**config.mk**
```make
export PLATFORM = sky130hd
export DESIGN_NAME = rom_region_loader_flat
export DESIGN_NICKNAME = d
export VERILOG_FILES = /design/src/rtl/rom_region_loader_if.sv /design/src/rtl/rom_region_loader.sv /design/src/flat_wrapper.sv
export SDC_FILE = /design/constraint.sdc
export NUM_CORES = 1
export LEC_CHECK = 0
export BUFFER_PORTS_ARGS = -buffer_cell sky130_fd_sc_hd__buf_4
export CORE_UTILIZATION = 50
export CTS_CLUSTER_DIAMETER = 40
export DETAILED_ROUTE_END_ITERATION = 16
export PLACE_DENSITY = 0.68
export SLEW_MARGIN = 25
export SYNTH_ARGS = -nofsm -noshare
export SYNTH_HDL_FRONTEND = slang
export SYNTH_SLANG_ARGS = --single-unit
```
**constraint.sdc**
```tcl
create_clock -name CLK -period 19.6 [get_ports CLK]
set_input_delay 0 -clock CLK [delete_from_list [all_inputs] [get_ports CLK]]
set_output_delay 0 -clock CLK [all_outputs]
set_load 0.005 [all_outputs]
```
**src/rtl/rom_region_loader_if.sv**
```systemverilog
// rtl/rom_region_loader_if.sv - download stream in, region write strobes and load status out
interface rom_region_loader_if #(
    parameter int NUM_REGIONS = 11,
    parameter int ADDR_W      = 25,
    parameter int DATA_W      = 8,
    parameter int LOCAL_W     = 13
);
    logic                   dl_active;
    logic                   dl_wr;
    logic [ADDR_W-1:0]      dl_addr;
    logic [DATA_W-1:0]      dl_data;

    logic [NUM_REGIONS-1:0] wr_en;
    logic [LOCAL_W-1:0]     wr_addr;
    logic [DATA_W-1:0]      wr_data;
    logic [NUM_REGIONS-1:0] region_filled;
    logic                   load_busy;
    logic                   load_done;
    logic [2:0]             load_err;
    logic [15:0]            checksum;

    modport master (
        output dl_active, dl_wr, dl_addr, dl_data,
        input  wr_en, wr_addr, wr_data, region_filled,
        input  load_busy, load_done, load_err, checksum
    );

    modport slave (
        input  dl_active, dl_wr, dl_addr, dl_data,
        output wr_en, wr_addr, wr_data, region_filled,
        output load_busy, load_done, load_err, checksum
    );
endinterface

```
**src/rtl/rom_region_loader.sv**
```systemverilog
// rtl/rom_region_loader.sv - routes ioctl download bytes to per-region ROM RAMs and supervises the load
module rom_region_loader #(
    parameter int NUM_REGIONS = 11,
    parameter int ADDR_W      = 25,
    parameter int DATA_W      = 8,
    parameter logic [NUM_REGIONS*ADDR_W-1:0] REGION_END = {
        25'h0D240, 25'h0D220, 25'h0D200, 25'h0D100, 25'h0D000, 25'h0C000,
        25'h0A000, 25'h08000, 25'h06000, 25'h04000, 25'h02000
    },
    parameter int LOCAL_W     = 13
) (
    input logic CLK,
    input logic RESET,
    rom_region_loader_if.slave bus
);
    localparam int CW = LOCAL_W + 1;

    typedef enum logic [2:0] {
        IDLE  = 3'd0,
        LOAD  = 3'd1,
        CHECK = 3'd2,
        DONE  = 3'd3,
        ERR   = 3'd4
    } state_t;

    // Byte count of region i; region i starts where region i-1 ends.
    function automatic logic [CW-1:0] region_size(input int i);
        logic [ADDR_W-1:0] lo;
        lo = '0;
        for (int k = 0; k < i; k++) begin
            lo = REGION_END[k*ADDR_W +: ADDR_W];
        end
        return CW'(REGION_END[i*ADDR_W +: ADDR_W] - lo);
    endfunction

    state_t                 state;
    logic                   active_q;
    logic [ADDR_W-1:0]      expected;
    logic [CW-1:0]          cnt [NUM_REGIONS];

    logic [NUM_REGIONS-1:0] wr_en_q;
    logic [LOCAL_W-1:0]     wr_addr_q;
    logic [DATA_W-1:0]      wr_data_q;
    logic [NUM_REGIONS-1:0] filled_q;
    logic                   busy_q;
    logic                   done_q;
    logic [2:0]             err_q;
    logic [15:0]            sum_q;

    logic                   rise;
    logic                   fall;
    logic [NUM_REGIONS-1:0] hit;
    logic [ADDR_W-1:0]      base_sel;
    logic [ADDR_W-1:0]      prev_end;
    logic                   found;

    assign rise = bus.dl_active & ~active_q;
    assign fall = ~bus.dl_active & active_q;

    // Priority chain: the lowest region whose end lies above the address wins.
    always_comb begin
        hit      = '0;
        base_sel = '0;
        prev_end = '0;
        found    = 1'b0;
        for (int i = 0; i < NUM_REGIONS; i++) begin
            if (!found && (bus.dl_addr < REGION_END[i*ADDR_W +: ADDR_W])) begin
                found    = 1'b1;
                hit[i]   = 1'b1;
                base_sel = prev_end;
            end
            prev_end = REGION_END[i*ADDR_W +: ADDR_W];
        end
    end

    always_ff @(posedge CLK or posedge RESET) begin
        if (RESET) begin
            state     <= IDLE;
            active_q  <= 1'b0;
            expected  <= '0;
            wr_en_q   <= '0;
            wr_addr_q <= '0;
            wr_data_q <= '0;
            filled_q  <= '0;
            busy_q    <= 1'b0;
            done_q    <= 1'b0;
            err_q     <= 3'b000;
            sum_q     <= 16'h0000;
            for (int i = 0; i < NUM_REGIONS; i++) begin
                cnt[i] <= '0;
            end
        end else begin
            active_q <= bus.dl_active;
            wr_en_q  <= '0;
            case (state)
                IDLE, DONE, ERR: begin
                    if (rise) begin
                        state    <= LOAD;
                        busy_q   <= 1'b1;
                        filled_q <= '0;
                        err_q    <= 3'b000;
                        done_q   <= 1'b0;
                        sum_q    <= 16'h0000;
                        expected <= '0;
                        for (int i = 0; i < NUM_REGIONS; i++) begin
                            cnt[i] <= '0;
                        end
                    end
                end
                LOAD: begin
                    if (bus.dl_wr) begin
                        // Out-of-order writes are still forwarded; the check resyncs on them.
                        if (bus.dl_addr != expected) begin
                            err_q[2] <= 1'b1;
                        end
                        expected <= bus.dl_addr + ADDR_W'(1);
                        if (found) begin
                            wr_en_q   <= hit;
                            wr_addr_q <= LOCAL_W'(bus.dl_addr - base_sel);
                            wr_data_q <= bus.dl_data;
                            sum_q     <= sum_q + 16'(bus.dl_data);
                            for (int i = 0; i < NUM_REGIONS; i++) begin
                                if (hit[i] && (cnt[i] != region_size(i))) begin
                                    cnt[i] <= cnt[i] + CW'(1);
                                    if ((cnt[i] + CW'(1)) == region_size(i)) begin
                                        filled_q[i] <= 1'b1;
                                    end
                                end
                            end
                        end else begin
                            err_q[1] <= 1'b1;
                        end
                    end
                    if (fall) begin
                        state <= CHECK;
                    end
                end
                CHECK: begin
                    busy_q <= 1'b0;
                    if (!(&filled_q)) begin
                        err_q[0] <= 1'b1;
                    end
                    if ((&filled_q) && (err_q == 3'b000)) begin
                        state  <= DONE;
                        done_q <= 1'b1;
                    end else begin
                        state <= ERR;
                    end
                end
                default: state <= IDLE;
            endcase
        end
    end

    assign bus.wr_en         = wr_en_q;
    assign bus.wr_addr       = wr_addr_q;
    assign bus.wr_data       = wr_data_q;
    assign bus.region_filled = filled_q;
    assign bus.load_busy     = busy_q;
    assign bus.load_done     = done_q;
    assign bus.load_err      = err_q;
    assign bus.checksum      = sum_q;
endmodule
```
**src/flat_wrapper.sv**
```systemverilog
// flat-port wrapper written by rule: the top's interface ports become plain ports
module rom_region_loader_flat 
#(
    parameter int NUM_REGIONS = 11,
    parameter int ADDR_W      = 25,
    parameter int DATA_W      = 8,
    parameter logic [NUM_REGIONS*ADDR_W-1:0] REGION_END = {
        25'h0D240, 25'h0D220, 25'h0D200, 25'h0D100, 25'h0D000, 25'h0C000,
        25'h0A000, 25'h08000, 25'h06000, 25'h04000, 25'h02000
    },
    parameter int LOCAL_W     = 13
)
  (CLK, RESET, bus_dl_active, bus_dl_wr, bus_dl_addr, bus_dl_data, bus_wr_en, bus_wr_addr, bus_wr_data, bus_region_filled, bus_load_busy, bus_load_done, bus_load_err, bus_checksum);
  rom_region_loader_if #(.NUM_REGIONS(NUM_REGIONS), .ADDR_W(ADDR_W), .DATA_W(DATA_W), .LOCAL_W(LOCAL_W)) bus_i ();
  input logic CLK;
  input logic RESET;
  input wire logic [$bits(bus_i.dl_active)-1:0] bus_dl_active;
  input wire logic [$bits(bus_i.dl_wr)-1:0] bus_dl_wr;
  input wire logic [$bits(bus_i.dl_addr)-1:0] bus_dl_addr;
  input wire logic [$bits(bus_i.dl_data)-1:0] bus_dl_data;
  output wire logic [$bits(bus_i.wr_en)-1:0] bus_wr_en;
  output wire logic [$bits(bus_i.wr_addr)-1:0] bus_wr_addr;
  output wire logic [$bits(bus_i.wr_data)-1:0] bus_wr_data;
  output wire logic [$bits(bus_i.region_filled)-1:0] bus_region_filled;
  output wire logic [$bits(bus_i.load_busy)-1:0] bus_load_busy;
  output wire logic [$bits(bus_i.load_done)-1:0] bus_load_done;
  output wire logic [$bits(bus_i.load_err)-1:0] bus_load_err;
  output wire logic [$bits(bus_i.checksum)-1:0] bus_checksum;
  assign bus_i.dl_active = bus_dl_active;
  assign bus_i.dl_wr = bus_dl_wr;
  assign bus_i.dl_addr = bus_dl_addr;
  assign bus_i.dl_data = bus_dl_data;
  assign bus_wr_en = bus_i.wr_en;
  assign bus_wr_addr = bus_i.wr_addr;
  assign bus_wr_data = bus_i.wr_data;
  assign bus_region_filled = bus_i.region_filled;
  assign bus_load_busy = bus_i.load_busy;
  assign bus_load_done = bus_i.load_done;
  assign bus_load_err = bus_i.load_err;
  assign bus_checksum = bus_i.checksum;
  rom_region_loader #(.NUM_REGIONS(NUM_REGIONS), .ADDR_W(ADDR_W), .DATA_W(DATA_W), .REGION_END(REGION_END), .LOCAL_W(LOCAL_W)) u_core (.CLK(CLK), .RESET(RESET), .bus(bus_i));
endmodule
```
==> key figures, run 1 <==
Critical path
  – Worst Path Max Fanout: 11
  – Crit path capture type: flip-flop
  – CP startpoint kind: input port
  – Top delay family on crit path: simple AND/OR/NAND/NOR gates
  – Worst path bufs/invs: 4
  – Slowest stage cell, crit path: sky130_fd_sc_hd__or4_1
  – Data required, critical path: approximately 20 ns
  – Worst reg2reg startpoint: u_core.state[1]
  – Largest stage delay, worst path: 0.89 ns
  – Series of cell instances along the critical path: dlygate4sd3_1, buf_4, nor4_2, nand3_1, or4_1, inv_1, ha_1, ha_1, nand2b_1, a21oi_1, nor2b_1, nor3_1, xnor2_1, dlygate4sd3_1, o21ai_0
  – Critical path class: input port to flip-flop
  – Start point of the critical path: bus_dl_addr[19]
  – Data arrival time of the worst path: 4.43 ns

Yosys
  – Number of different library cells in the post-synthesis netlist: ~80
  – Post-synth top flop: sky130_fd_sc_hd__dfrtp_1
  – Post-synthesis register bit count: roughly 250
  – Cell type contributing the most total cell area after synthesis: sky130_fd_sc_hd__dfrtp_1
  – Average cell area after synthesis: 8.59 um2
  – Count of warnings emitted by yosys: 0
  – Async S/R FF share, synth: 100%
  – Portion of synthesized cell area occupied by the leading cell type: 40.6%
  – Nets in the synthesized netlist: 1845
  – Largest cells by area after synthesis: sky130_fd_sc_hd__dfrtp_1 (41%), sky130_fd_sc_hd__nand2_1 (5.4%), sky130_fd_sc_hd__nand3_1 (4.0%), sky130_fd_sc_hd__xnor2_1 (3.7%), sky130_fd_sc_hd__o21ai_0 (3.6%)
  – Gate count of the mapped netlist: 1772
  – Post-synth EDFFs: 0
  – Fraction of the yosys area taken by sequential cells: 40.6%
  – Synth Cell Area: 15200 um2

Global route
  – Overall fraction of global-route tracks in use: 27.1%
  – Number of antenna violations at the first check in global routing: 0
  – First-pass GRT wire length: between 60000 and 70000 um
  – Pin count of the biggest net entering global routing: 109
  – Grt total ovfl: 0
  – Number of global-route vias before repair: 13100

Place
  – Number of buffers inserted by port buffering: 100
  – Number of placed instances with taps included: 2174
  – RePlAce Congestion: 0.892
  – Detailed placement HPWL: 27700 um

Drt
  – Final wirelength: 41700 um
  – Detailed-route vias per instance: 6.05
  – Wire per inst: 18.1 um
  – DRC violation count after routing: 0
  – Total number of vias: between 10000 and 15000
  – Final ANT Viol Nets: 0
  – Pre-Repair DR Iteration Count: 5
  – Iter 0 DRT Violations: about 1200

STA
  – Achievable clock frequency: 0.248 GHz
  – Relative slew slack: roughly a third
  – Time the final worst path needs with I/O delays and setup: 4.04 ns
  – Slew of the pin with the lowest slew margin: 0.971 ns
  – Number of pins exceeding their max-slew limit in the final report: 0
  – Share of the clock period used by the worst path: 20.6%
  – Final sum of negative setup slack: 0 ns
  – Final Hold Vio Count: 0
  – RSZ-0062 raised after global routing: no
  – Number of endpoints failing setup at the final stage: 0
  – Max Clock Skew: 0.0255 ns

Layout
  – Number of antenna repair diodes: 0
  – Post-Route Utilization: between 60% and 70%
  – Post-synthesis to final-layout area growth: 20.1%
  – Net count reported at finish: 1950
  – Share of post-route cells with drive strength above 1: 12.9%
  – Final Non-Filler Cells: 2299

Clock tree
  – Number of sinks driven by the clock tree: around 250
  – Clock Tree Buf Depth: 3
  – Post-cts gate resize count: 0
  – Total clock buffers created by CTS: 44
  – CTS H-tree depth: 2
  – Worst-path clk slew: 0.05 ns
  – CTS tree: done
  – Library cell used as clock root buffer: sky130_fd_sc_hd__clkbuf_16
  – Latest clock arrival within the worst-skew pair: between 0.5 and 0.6 ns

Status
  – Run status: complete, no violations

Die
  – Number of top-level pins: 101
  – Die extent in x: 176 um
  – DIE HEIGHT: 176 um
  – Core Rows: 63
  – Die area: 31100 um2
  – Starting utilization of the core area: 51.1%
  – Area of the placeable core: ~30000 um2

Pwr
  – Peak supply drop: 0.0626 mV
  – Leak Pwr: around 8 nW
  – Power density over the cells: slightly above 90 nW/um2

Hold path
  – Path category of the worst min-delay check: input port to async pin

Flow run
  – Max-capacitance violation count: 0
## per-layer routing
metal / wire length (um) / up-vias / global-route usage [%]
met1: 19200 / 6716 / 38.2
met5: 0 / - / 0
met2: 19100 / 429 / 42.5
met4: 1300 / 0 / 10.3
li1: - / 6663 / -
met3: 2210 / 98 / 3.55
## path summary, 6_finish.rpt
| kind | to | slack [ns] | cells after the start |
|---|---|---|---|
| min in group CLK | u_core.active_q | 0.19 | 2 |
| worst min-delay path | u_core.cnt[25] | 0.13 | 3 |
| max in group asynchronous | u_core.cnt[116] | 17.41 | 5 |
| worst max-delay path | u_core.bus.wr_addr[11] | 15.56 | 15 |
| worst min register to register | u_core.bus.wr_addr[5] | 0.49 | 2 |
| worst max register to register | u_core.cnt[120] | 15.87 | 7 |
## layout make-up
| cell class | instances | area, um2 |
|---|---|---|
| inverter | 64 | 248 |
| sequential | 247 | 6180 |
| clock inverter | 21 | 328 |
| timing repair buffer | 160 | 1320 |
| multi-input combinational | 1360 | 8450 |
| tap | 390 | 488 |
| fill | 2501 | 11500 |
| clock buffer | 57 | 1260 |
## cell families (layout without fill, tap and decap cells)
group           count (synthesis)  count (layout)  synth area share [%]
compound gates                372             372                  15.5
xor+xnor                      101             101                  5.81
fa+ha+maj                      36              36                  3.01
buf+inv                       165             302                  4.25
flops                         247             247                  40.6
mux                            44              44                  3.04
simple gates                  807             807                  27.7
## cells in the final DEF (no fill, tap or decap), types with 6 or more instances in the layout
master | Yosys | routed
sky130_fd_sc_hd__o21ai_0 | 109 | 108
sky130_fd_sc_hd__nor4_1 | 41 | 41
sky130_fd_sc_hd__or2_2 | 14 | 14
sky130_fd_sc_hd__a22o_1 | 20 | 20
sky130_fd_sc_hd__nand3b_1 | 10 | 10
sky130_fd_sc_hd__a211oi_1 | 10 | 10
sky130_fd_sc_hd__o21a_1 | 10 | 10
sky130_fd_sc_hd__mux2_2 | 18 | 18
sky130_fd_sc_hd__o21ai_1 | 27 | 27
sky130_fd_sc_hd__dlygate4sd3_1 | 0 | 46
sky130_fd_sc_hd__nor3b_1 | 11 | 11
sky130_fd_sc_hd__clkbuf_16 | 0 | 46
sky130_fd_sc_hd__nand3_1 | 121 | 120
sky130_fd_sc_hd__nand2_1 | 217 | 216
sky130_fd_sc_hd__and4_1 | 8 | 8
sky130_fd_sc_hd__nor2_1 | 112 | 112
sky130_fd_sc_hd__dfrtp_1 | 247 | 247
sky130_fd_sc_hd__bufinv_16 | 0 | 7
sky130_fd_sc_hd__nand2b_1 | 12 | 12
sky130_fd_sc_hd__xnor2_1 | 64 | 64
sky130_fd_sc_hd__or4_1 | 12 | 12
sky130_fd_sc_hd__ha_1 | 35 | 35
sky130_fd_sc_hd__clkbuf_8 | 0 | 7
sky130_fd_sc_hd__mux2i_1 | 26 | 26
sky130_fd_sc_hd__a31oi_1 | 35 | 34
sky130_fd_sc_hd__nand4_1 | 49 | 49
sky130_fd_sc_hd__o31ai_1 | 11 | 11
sky130_fd_sc_hd__or3_1 | 25 | 25
sky130_fd_sc_hd__a21oi_1 | 66 | 64
sky130_fd_sc_hd__xor2_1 | 37 | 37
sky130_fd_sc_hd__and2_1 | 14 | 14
sky130_fd_sc_hd__a21o_1 | 18 | 18
sky130_fd_sc_hd__and3_1 | 41 | 41
sky130_fd_sc_hd__nor2b_1 | 10 | 10
sky130_fd_sc_hd__buf_4 | 0 | 113
sky130_fd_sc_hd__nor3_1 | 70 | 69
sky130_fd_sc_hd__inv_1 | 64 | 63
sky130_fd_sc_hd__nor4b_1 | 14 | 14
sky130_fd_sc_hd__a221o_1 | 6 | 6
## worst register-to-register path: stages, from the launching register on
cell and delay [ns]:
sky130_fd_sc_hd__dfrtp_1 0.51, sky130_fd_sc_hd__nor4b_1 0.89, sky130_fd_sc_hd__a311o_1 0.32, sky130_fd_sc_hd__nand3_1 0.51, sky130_fd_sc_hd__nor4_4 0.83, sky130_fd_sc_hd__buf_4 0.30, sky130_fd_sc_hd__a21oi_1 0.07, sky130_fd_sc_hd__o21ai_0 0.19
## synth_stat cells (6+ instances only)
cell type,instances
sky130_fd_sc_hd__dfrtp_1,247
sky130_fd_sc_hd__nand2_1,217
sky130_fd_sc_hd__nand3_1,121
sky130_fd_sc_hd__nor2_1,112
sky130_fd_sc_hd__o21ai_0,109
sky130_fd_sc_hd__clkbuf_1,74
sky130_fd_sc_hd__nor3_1,70
sky130_fd_sc_hd__a21oi_1,66
sky130_fd_sc_hd__inv_1,64
sky130_fd_sc_hd__xnor2_1,64
sky130_fd_sc_hd__nand4_1,49
sky130_fd_sc_hd__and3_1,41
sky130_fd_sc_hd__nor4_1,41
sky130_fd_sc_hd__xor2_1,37
sky130_fd_sc_hd__a31oi_1,35
sky130_fd_sc_hd__ha_1,35
sky130_fd_sc_hd__o21ai_1,27
sky130_fd_sc_hd__mux2i_1,26
sky130_fd_sc_hd__or3_1,25
sky130_fd_sc_hd__buf_2,22
sky130_fd_sc_hd__a22o_1,20
sky130_fd_sc_hd__a21o_1,18
sky130_fd_sc_hd__mux2_2,18
sky130_fd_sc_hd__and2_1,14
sky130_fd_sc_hd__nor4b_1,14
sky130_fd_sc_hd__or2_2,14
sky130_fd_sc_hd__nand2b_1,12
sky130_fd_sc_hd__or4_1,12
sky130_fd_sc_hd__nor3b_1,11
sky130_fd_sc_hd__o31ai_1,11
sky130_fd_sc_hd__a211oi_1,10
sky130_fd_sc_hd__nand3b_1,10
sky130_fd_sc_hd__nor2b_1,10
sky130_fd_sc_hd__o21a_1,10
sky130_fd_sc_hd__and4_1,8
sky130_fd_sc_hd__a221o_1,6
## power breakdown
part	leakage, nW	internal [mW]	switching (mW)
clock network	0.767	0.547	0.270
registers	3.41	0.549	0.0370
logic	3.70	0.0987	0.177
## state kept, by name, summed over array words and instances (netlist names)
signal                    flops
u_core.cnt                  154
u_core.bus.checksum          16
u_core.bus.load_done          1
u_core.bus.load_err           3
u_core.active_q               1
u_core.bus.wr_en             11
u_core.bus.wr_addr           13
u_core.bus.region_filled     11
u_core.state                  3
u_core.expected              25
u_core.bus.load_busy          1
u_core.bus.wr_data            8
## metrics by stage
step / power, mW / setup WS, ns / instance area [um2] / hold WS (ns)
after floorplan: 0.754 / 12.81 / 15200 / 0.0314
after global placement: 0.848 / 16.09 / 16200 / 0.146
after detailed placement: 0.854 / 15.85 / 16200 / 0.144
after CTS: 1.69 / 15.73 / 18200 / 0.169
after global routing: 1.75 / 15.38 / 18300 / 0.176
final: 1.68 / 15.56 / 18300 / 0.126
## what timing repair did
item | CTS | global route
endpoints found under the setup margin | 0 | 0
hold buffers | 46 | 0
hold endpoints to repair | 172 | 0
buffers inserted | 0 | 0
Note: power is estimated with default switching activity, not from simulation.
==> run 2, diff against run 1 <==
--- a/config.mk
+++ b/config.mk
@@ -5,11 +5,12 @@
 export SDC_FILE = /design/constraint.sdc
 export NUM_CORES = 1
 export LEC_CHECK = 0
+export ABC_AREA = 1
 export BUFFER_PORTS_ARGS = -buffer_cell sky130_fd_sc_hd__buf_4
 export CORE_UTILIZATION = 50
 export CTS_CLUSTER_DIAMETER = 40
 export DETAILED_ROUTE_END_ITERATION = 16
-export PLACE_DENSITY = 0.68
+export PLACE_DENSITY = 0.7
 export SLEW_MARGIN = 25
 export SYNTH_ARGS = -nofsm -noshare
 export SYNTH_HDL_FRONTEND = slang
==> constraint.sdc (replaced) <==
create_clock -name CLK -period 3.4 [get_ports CLK]
set_input_delay 0 -clock CLK [delete_from_list [all_inputs] [get_ports CLK]]
set_output_delay 0 -clock CLK [all_outputs]
set_load 0.005 [all_outputs]
==> run 2 against run 1 <==
- total power increased to 6.0 times the previous value
- register-to-register slack worse by 15 ns
- non-clock buffer count down 4
- hold slack got worse by 0.061 ns
- clock skew is 0.013 ns lower
- clock power grew to 5.6 times the previous value
- sequential share of layout area shrank 0.26 points
- critical endpoint unchanged
- synthesized cell count increased by 18%
- critical path depth is 3 higher
- die area rose by 1.2%
==> key figures, run 2 <==
Status
  – Run status: complete, no violations

Clock tree
  – Worst-path clk slew: 0.05 ns
  – Total clock buffers created by CTS: 43
  – Library cell used as clock root buffer: sky130_fd_sc_hd__clkbuf_16
  – Number of sinks driven by the clock tree: 247
  – Latest clock arrival within the worst-skew pair: 0.53 ns
  – CTS H-tree depth: 2
  – CTS tree: done
  – Post-cts gate resize count: 0
  – Clock Tree Buf Depth: 3

Global route
  – Number of antenna violations at the first check in global routing: 0
  – Number of global-route vias before repair: between 10000 and 15000
  – Overall fraction of global-route tracks in use: a little over a quarter
  – Met3 layer usage reported by global route: 5.89%
  – Grt total ovfl: 0
  – First-pass GRT wire length: just under 70000 um
  – Pin count of the biggest net entering global routing: 166
  – Layer with the highest usage: met2
  – Met1 routing resource usage after global routing: roughly 37%
  – Global-route track usage on met2: 43.6%

Die
  – Die area: 31500 um2
  – Area of the placeable core: approximately 30000 um2
  – DIE HEIGHT: 178 um
  – Die extent in x: 178 um
  – Number of top-level pins: about 100
  – Core Rows: 63
  – Starting utilization of the core area: around half

Layout
  – Post-Route Utilization: 61.5%
  – Number of flip-flops under the largest register name: 154
  – Share of post-route cells with drive strength above 1: 11.0%
  – Net count reported at finish: 2313
  – Post-synthesis to final-layout area growth: 19.5%
  – Number of antenna repair diodes: 0
  – Largest reg by FF count: u_core.cnt
  – Most frequent cells in the layout: sky130_fd_sc_hd__nand2_1 (534), sky130_fd_sc_hd__inv_1 (263), sky130_fd_sc_hd__dfrtp_1 (247)
  – Final design instance area without fill: between 15000 and 20000 um2
  – Leading cell type in the layout, fill and taps excluded: sky130_fd_sc_hd__nand2_1

Drt
  – Total number of vias: around 14000
  – Pre-Repair DR Iteration Count: 6
  – Final ANT Viol Nets: 0
  – Iter 0 DRT Violations: 974
  – Detailed-route vias per instance: 5.44
  – Final wirelength: 42100 um
  – Wire per inst: 15.8 um
  – DRC violation count after routing: 0

STA
  – Number of endpoints failing setup at the final stage: 0
  – Final sum of negative setup slack: 0 ns
  – Share of the clock period used by the worst path: a little over four fifths
  – RSZ-0062 raised after global routing: no
  – Slew of the pin with the lowest slew margin: 0.922 ns
  – Max Clock Skew: 0.0123 ns
  – Final Hold Vio Count: 0
  – Time the final worst path needs with I/O delays and setup: 2.84 ns
  – Number of pins exceeding their max-slew limit in the final report: 0
  – Achievable clock frequency: 0.352 GHz
  – Relative slew slack: 38.1%

Place
  – RePlAce Congestion: 0.922
  – Number of buffers inserted by port buffering: 100
  – Detailed placement HPWL: approximately 30000 um
  – Placed standard-cell area: 16400 um2

Yosys
  – Cell types with the highest counts after synthesis: sky130_fd_sc_hd__nand2_1 (534), sky130_fd_sc_hd__inv_1 (265), sky130_fd_sc_hd__dfrtp_1 (247)
  – Post-synth top flop: sky130_fd_sc_hd__dfrtp_1
  – Cell type contributing the most total cell area after synthesis: sky130_fd_sc_hd__dfrtp_1
  – Async S/R FF share, synth: 100%
  – Synth Cell Area: approximately 15000 um2
  – Top-count cell post-synth: sky130_fd_sc_hd__nand2_1
  – Nets in the synthesized netlist: 2169
  – Portion of synthesized cell area occupied by the leading cell type: about two fifths
  – Post-synthesis register bit count: around 250
  – Fraction of the yosys area taken by sequential cells: 40.1%
  – Number of different library cells in the post-synthesis netlist: 55
  – Average cell area after synthesis: 7.35 um2
  – Gate count of the mapped netlist: ~2100
  – Largest cells by area after synthesis: sky130_fd_sc_hd__dfrtp_1 (40%), sky130_fd_sc_hd__nand2_1 (13%), sky130_fd_sc_hd__inv_1 (6.5%), sky130_fd_sc_hd__nand3_1 (5.2%), sky130_fd_sc_hd__nor2_1 (5.0%)
  – Post-synth EDFFs: 0
  – Count of warnings emitted by yosys: 0

Critical path
  – FF-to-FF path depth: 10
  – Crit path capture type: flip-flop
  – Endpoint of the most critical setup path: u_core.bus.wr_addr[11]
  – Worst Path Max Fanout: 6
  – Largest stage delay, worst path: 0.55 ns
  – CP startpoint kind: input port
  – CP dominant cell by count: sky130_fd_sc_hd__nand2_1
  – Critical path class: input port to flip-flop
  – Worst path bufs/invs: 2
  – Terminus of the critical flop-to-flop path: u_core.bus.wr_en[1]
  – Start point of the critical path: bus_dl_addr[23]
  – Data arrival time of the worst path: 3.28 ns
  – Series of cell instances along the critical path: dlygate4sd3_1, buf_4, nor2_1, nand2_1, nor2_2, nand2_1, nor2_4, nand2_1, or2_1, nor2_1, ha_1, ha_1, nand2_1, a21oi_1, or2_2, nand3_1, xor2_1, o21ai_0
  – Data required, critical path: 3.84 ns
  – Logic depth of the worst path, buffers included: 18
  – Top delay family on crit path: simple AND/OR/NAND/NOR gates
  – Worst reg2reg startpoint: u_core.state[1]
  – Slowest stage cell, crit path: sky130_fd_sc_hd__dlygate4sd3_1
  – Flop2flop setup slack: 0.66 ns

Pwr
  – Leak Pwr: 8.66 nW
  – Peak supply drop: 0.488 mV
  – Power density over the cells: 547 nW/um2

Flow run
  – Max-capacitance violation count: 0

Hold path
  – Hold-critical path depth: 6
  – Path category of the worst min-delay check: input port to flip-flop
==> run 2: cell types whose count changed in the layout (fill, tap and decap cells not counted), sizes merged, moves of 34 or more <==
| cell | delta |
|---|---|
| xnor2 | -38 |
| nor2 | +110 |
| nand3 | +46 |
| and3 | -40 |
| nor4 | -34 |
| nand2 | +328 |
| a21oi | -39 |
| o22ai | +40 |
| xor2 | +48 |
| inv | +210 |
==> run 2: report_power, final <==
| part | internal, mW | switching [mW] | total [mW] |
|---|---|---|---|
| Clock | 3.03 | 1.54 | 4.57 |
| Combinational | 0.679 | 1.33 | 2.01 |
| Sequential | 3.22 | 0.279 | 3.50 |
==> run 2: cells by family after synthesis <==
family          share of synthesized area [%]
compound gates                           9.84
buf+inv                                  8.88
xor+xnor                                 6.31
flops                                    40.1
simple gates                             31.9
fa+ha+maj                                2.97
==> run 2: worst min path at each step <==
stage	from	slack, ns	end
2_1_floorplan	bus_dl_active	0.03	u_core.active_q
3_3_place_gp	bus_dl_active	0.13	u_core.active_q
3_5_place_dp	bus_dl_active	0.13	u_core.active_q
4_1_cts	bus_dl_wr	0.05	u_core.expected[22]
5_1_grt	bus_dl_wr	0.07	u_core.expected[22]
6_report	bus_dl_wr	0.06	u_core.expected[22]
==> run 2: cell type report <==
cell class,count,area [um2]
timing repair buffer,156,1310
clock inverter,22,309
multi-input combinational,1517,7860
fill,2735,11500
tap,390,488
clock buffer,55,1230
sequential,247,6180
inverter,275,1040
==> run 2: routing by layer <==
layer | up-vias | share of wire, %
li1 | 7143 | -
met1 | 6836 | 45
met2 | 416 | 45
met3 | 84 | 6.9
met4 | 0 | 2.7
met5 | - | 0
==> run 2: worst reg2reg max path: cells and delay by family, from the launching register on <==
kind                   cells  cell delay [ns]
DFF                        1             0.40
and+or+nand+nor            5             0.76
buffers and inverters      5             1.51
==> run 2: stage by stage <==
step | std cells | setup WS [ns] | hold WS, ns | power, mW
6_report | 2662 | 0.556 | 0.0648 | 10.1
5_1_grt | 2662 | 0.295 | 0.0742 | 10.6
4_1_cts | 2661 | 0.666 | 0.0490 | 10.1
3_5_place_dp | 2542 | 0.683 | 0.135 | 5.48
3_3_place_gp | 2542 | 0.856 | 0.134 | 5.44
2_1_floorplan | 2096 | 0.154 | 0.0314 | 4.81
==> run 2: repair_timing <==
action | CTS | global route
hold endpoints to repair | 255 | 0
hold buffers | 42 | 0
setup buffers | 0 | 0
